$ cat config.mk
export PLATFORM = sky130hd
export DESIGN_NAME = veri_yolu_denetleyici
export DESIGN_NICKNAME = d
export VERILOG_FILES = /design/src/rtl/veri_yolu_denetleyici.sv
export SDC_FILE = /design/constraint.sdc
export NUM_CORES = 1
export LEC_CHECK = 0
export ABC_AREA = 0
export CELL_PAD_IN_SITES_DETAIL_PLACEMENT = 0
export CELL_PAD_IN_SITES_GLOBAL_PLACEMENT = 1
export CORE_MARGIN = 3
export CORE_UTILIZATION = 33
export DETAILED_ROUTE_END_ITERATION = 8
export PLACE_DENSITY = 0.84
export SLEW_MARGIN = 25
export SYNTH_ARGS = -nofsm -noshare
export SYNTH_HDL_FRONTEND = slang
export SYNTH_SLANG_ARGS = --single-unit
$ cat constraint.sdc
create_clock -name clk_i -period 3.5 [get_ports clk_i]
set_clock_uncertainty 0.05 [all_clocks]
set_input_delay 0.7 -clock clk_i [delete_from_list [all_inputs] [get_ports clk_i]]
set_output_delay 0.7 -clock clk_i [all_outputs]
set_load 0.05 [all_outputs]
$ cat src/rtl/veri_yolu_denetleyici.sv
// CPU-side bus controller: memory, I/O, a 64-bit timer, and fault responses.
// Optional wait timeout on memory/I/O targets: define ZAMAN_ASIMI_EN.
module veri_yolu_denetleyici (
  input  logic        clk_i,
  input  logic        rst_i,
  input  logic        cpu_istek_i,
  input  logic        cpu_yaz_i,
  input  logic [31:0] cpu_adres_i,
  input  logic [31:0] cpu_veri_i,
  output logic        cpu_hazir_o,
  output logic [31:0] cpu_veri_o,
  output logic        cpu_hata_o,
  output logic        cpu_durdur_o,
  output logic [31:0] hedef_adres_o,
  output logic [31:0] hedef_veri_o,
  output logic        hedef_yaz_o,
  output logic        bellek_istek_o,
  input  logic        bellek_hazir_i,
  input  logic [31:0] bellek_veri_i,
  output logic        gc_istek_o,
  input  logic        gc_hazir_i,
  input  logic [31:0] gc_veri_i
);

  typedef enum logic [1:0] {
    BOSTA,
    BELLEK_BEKLE,
    GC_BEKLE,
    YANIT
  } durum_t;

  durum_t      durum, durum_d;
  logic [63:0] zaman;
  logic [31:0] adres_q, veri_q, yanit_q;
  logic        yaz_q, hata_q;
  logic        kabul, yakala, hata_d;
  logic [31:0] yanit_d;
  logic [2:0]  bolge;

  assign bolge = cpu_adres_i[30:28];

`ifdef ZAMAN_ASIMI_EN
  logic [7:0] sayac;
  logic       zaman_asimi;

  // sayac==254 marks the 255th consecutive wait cycle
  assign zaman_asimi = (sayac == 8'd254);

  always_ff @(posedge clk_i) begin
    if (rst_i || kabul) sayac <= '0;
    else if (durum == BELLEK_BEKLE || durum == GC_BEKLE)
      sayac <= sayac + 8'd1;
  end
`endif

  always_ff @(posedge clk_i) begin
    if (rst_i) durum <= BOSTA;
    else       durum <= durum_d;
  end

  always_comb begin
    durum_d = durum;
    kabul   = 1'b0;
    yakala  = 1'b0;
    yanit_d = '0;
    hata_d  = 1'b0;
    case (durum)
      BOSTA: begin
        if (cpu_istek_i) begin
          kabul = 1'b1;
          case (bolge)
            3'd4: durum_d = BELLEK_BEKLE;
            3'd2: durum_d = GC_BEKLE;
            3'd3: begin
              durum_d = YANIT;
              yakala  = 1'b1;
              if (cpu_yaz_i) hata_d = 1'b1;
              else if (cpu_adres_i[2]) yanit_d = zaman[63:32];
              else yanit_d = zaman[31:0];
            end
            default: begin
              durum_d = YANIT;
              yakala  = 1'b1;
              hata_d  = 1'b1;
            end
          endcase
        end
      end
      BELLEK_BEKLE: begin
        if (bellek_hazir_i) begin
          durum_d = YANIT;
          yakala  = 1'b1;
          yanit_d = yaz_q ? 32'd0 : bellek_veri_i;
        end
`ifdef ZAMAN_ASIMI_EN
        else if (zaman_asimi) begin
          durum_d = YANIT;
          yakala  = 1'b1;
          hata_d  = 1'b1;
        end
`endif
      end
      GC_BEKLE: begin
        if (gc_hazir_i) begin
          durum_d = YANIT;
          yakala  = 1'b1;
          yanit_d = yaz_q ? 32'd0 : gc_veri_i;
        end
`ifdef ZAMAN_ASIMI_EN
        else if (zaman_asimi) begin
          durum_d = YANIT;
          yakala  = 1'b1;
          hata_d  = 1'b1;
        end
`endif
      end
      YANIT: durum_d = BOSTA;
      default: durum_d = BOSTA;
    endcase
  end

  always_ff @(posedge clk_i) begin
    if (rst_i) begin
      zaman   <= '0;
      adres_q <= '0;
      veri_q  <= '0;
      yaz_q   <= 1'b0;
      yanit_q <= '0;
      hata_q  <= 1'b0;
    end else begin
      zaman <= zaman + 64'd1;
      if (kabul) begin
        adres_q <= cpu_adres_i;
        veri_q  <= cpu_veri_i;
        yaz_q   <= cpu_yaz_i;
      end
      if (yakala) begin
        yanit_q <= yanit_d;
        hata_q  <= hata_d;
      end
    end
  end

  assign cpu_hazir_o    = (durum == YANIT);
  assign cpu_veri_o     = yanit_q;
  assign cpu_hata_o     = hata_q && (durum == YANIT);
  assign cpu_durdur_o   = ((durum == BOSTA) && cpu_istek_i) ||
                          (durum == BELLEK_BEKLE) ||
                          (durum == GC_BEKLE);
  assign bellek_istek_o = (durum == BELLEK_BEKLE);
  assign gc_istek_o     = (durum == GC_BEKLE);
  assign hedef_adres_o  = adres_q;
  assign hedef_veri_o   = veri_q;
  assign hedef_yaz_o    = yaz_q;

endmodule

==> metrics.cfg <==
[yosys]
synth_flop_cell = dfxtp_1
synthesis.area_mm2 = 0.00744
synth_fp_nets = 1085
async_flop_share_pct = 0
synthCells = 944
synth_area_per_cell_um2 = 7.88
synth_cell_types = 38
ys_seq_area_share_pct = 44.1
synth_seq_cells = 164
synth-edff-count = 0
ys_warn_count = 0

[drt]
drt_iter0_markers = 519
dr.pass1.iters = 5
drc_errors = 0
ant_nets = 0
wirelength_um = 24200
vias_per_cell = 5.11
vias = 7352
wl_per_cell_um = 16.8

[hold_path]
hold_depth = 2
hold_path_startpoint = hedef_adres_o[14]$_SDFFE_PP0P_
hp-class = reg -> reg
min_to = hedef_adres_o[14]$_SDFFE_PP0P_

[finish]
fill_cells = 2105
final_util_pct = 48.5
mostFrequentLayoutCell = clkdlybuf4s50_1
diodes = 0
area.growth.synth_to_final_pct = 43.0
nets = 1286
final_cell_mix = clkdlybuf4s50_1, dfxtp_1, nand2_1, nor2_1, a21oi_1
drive_above_1_share_pct = 5.35

[timing]
tightest_slew_ns = 0.998
finalHoldViolCount = 0
rsz0062_at_grt = false
slew_headroom_pct = 33.5
setup_violations = 0
tns_ns = 0
final_max_slew_viol_count = 0
setup_ws_ns = 0.648
max_freq_mhz = 351
fin_crit_sh_pct = 81.5
post-route-min-period_ns = 2.85

[clock_network]
clock_sinks = 164
cts_max_path_buffers = 2
h-tree-depth = 4
cts_root_buf = clkbuf_16
clk_pin_slew_ns = 0.06
cts_tree = done
postCtsSetupBuffers = 0
ctsResizeCount = 0
cts-hold-fix-buffers = 0
clock_latency_ns = 0.42
cts_made_buffers = 17

[placed_design]
io_buffers = 235
dp_slack_ns = 0.665
dp_hpwl_um = 17400
place_congestion = 0.828

[setup_path]
worstReg2RegStart = zaman[0]$_SDFF_PP0_
ff2ff_path_depth = 6
arrival_ns = 3.15
required_ns = 3.80
crit_path_start_kind = register
worst_setup_path_end_kind = register
reg2reg_slack_ns = 0.65
critPathLaunch = zaman[0]$_SDFF_PP0_
worstPathMaxFanout = 11
rr_endpoint = zaman[58]$_SDFF_PP0_
path_class = reg -> reg

[global_route]
grt_pass1_wl_um = 37300
antenna_found_initial = 0
grt_overflow = 0
track_usage_pct = 19.0
grt_max_degree = 80
grt_pass1_vias = 6812

[floorplan]
ioPinCount = 236
core_area_mm2 = 0.0220
start_util_pct = 33.9
die_height_um = 156
fp-row-count = 54
die_area_mm2 = 0.0244
die_w_um = 156

[power]
p_comb_share_pct = 43.5
pwr-share-clk_pct = 25.4
ir_drop_mv = 0.325
finalPower_mw = 7.48
power_per_cell_area_mw_per_mm2 = 703
p_leak_nw = 3.63
pwr-share-seq_pct = 31.1
internal_power_mw = 4.40
p_sw_mw = 3.07
swShare_pct = 41.1

[outcome]
status = finished clean

[run]
max-cap-violations = 0

==> cell type report <==
cell class              instances  area (µm²)  share of cell area (%)
flip-flops and latches        164        3280                    30.9
clock buffers                  21         480                    4.52
repair buffers                253        2500                    23.5
inverters                      15        56.3                   0.529
multi-input cells             694        3840                    36.1
well taps                     280         350                    3.29
clock inverters                11         126                    1.19
==> routing by layer <==
| metal | global-route usage (%) | vias to the layer above | share of wire, % |
|---|---|---|---|
| met5 | 0 | - | 0.037 |
| met4 | 4.96 | 2 | 1.3 |
| met3 | 4.41 | 26 | 5.9 |
| met2 | 31.7 | 210 | 48 |
| li1 | - | 3715 | - |
| met1 | 24.9 | 3399 | 45 |
==> power by group through the flow <==
stage	clock (mW)	combinational (mW)	sequential [mW]
2_1_floorplan	0	1.17	3.32
3_3_place_gp	0	3.26	2.35
3_5_place_dp	0	3.27	2.37
4_1_cts	1.94	3.28	2.32
5_1_grt	2.02	3.48	2.36
6_report	1.90	3.25	2.32
==> how the worst max path moves through the flow <==
stage | end | slack (ns) | depth (start not counted)
after floorplan | zaman[43]$_SDFF_PP0_ | 1.02 | 7
after global placement | cpu_veri_o[17]$_SDFFE_PP0P_ | 0.54 | 6
after detailed placement | zaman[56]$_SDFF_PP0_ | 0.67 | 6
after CTS | zaman[58]$_SDFF_PP0_ | 0.66 | 6
after global routing | zaman[58]$_SDFF_PP0_ | 0.42 | 6
final | zaman[58]$_SDFF_PP0_ | 0.65 | 6
==> worst max-delay path, cell delays in order, from the launching register on <==
cell	delay, ns
dfxtp_1	0.40
ha_1	0.23
nand4_1	0.31
or3_1	0.59
or4_1	0.68
or3_1	0.38
a21oi_1	0.13
==> flip-flops by register name, summed over array words and instances (netlist names) <==
signal / cells
zaman: 64
cpu_veri_o: 32
hedef_adres_o: 32
hedef_veri_o: 32
durum: 2
hata_q: 1
hedef_yaz_o: 1
==> cells in the mapped netlist, types with 4 or more instances <==
cell type  count  area, µm²
and4_1         9       78.8
nor2_1       110        413
nand4b_1       4       35.0
a22oi_1       32        240
ha_1           7       87.6
dfxtp_1      164       3280
and2_1         8       50.1
or4_1          9       67.6
inv_1         15       56.3
or3_1         21        131
nand3_1       24        120
xnor2_1       26        228
o21ai_0       19       95.1
a21oi_1       94        470
nor3_1        42        210
clkbuf_1      59        221
nand2_1      154        578
o22ai_1       32        200
nor4_1        17        106
mux2i_1       34        340
o31ai_1        4       30.0
xor2_1        10       87.6
buf_1          9       33.8
nand4_1       21        131
and3_1         4       25.0
==> per-stage QoR <==
stage | hold slack, ns | std cells | cell area (µm²)
finish | 0.404 | 1438 | 10600
global route | 0.427 | 1438 | 10600
CTS | 0.405 | 1438 | 10600
detailed placement | 0.396 | 1406 | 10000
global placement | 0.391 | 1406 | 10000
floorplan | 0.390 | 944 | 7440
==> cell families (layout without fill, tap and decap cells) <==
family	after synthesis	after routing	synth area share, %
xor gates and xnor gates	36	36	4.24
muxes	34	34	4.57
buffers and inverters	86	300	4.39
AOI/OAI and AO/OA	187	187	14.6
and+or+nand+nor	430	430	26.9
adders and majority gates	7	7	1.18
DFF	164	164	44.1
Power figures use the tool's default switching activity.
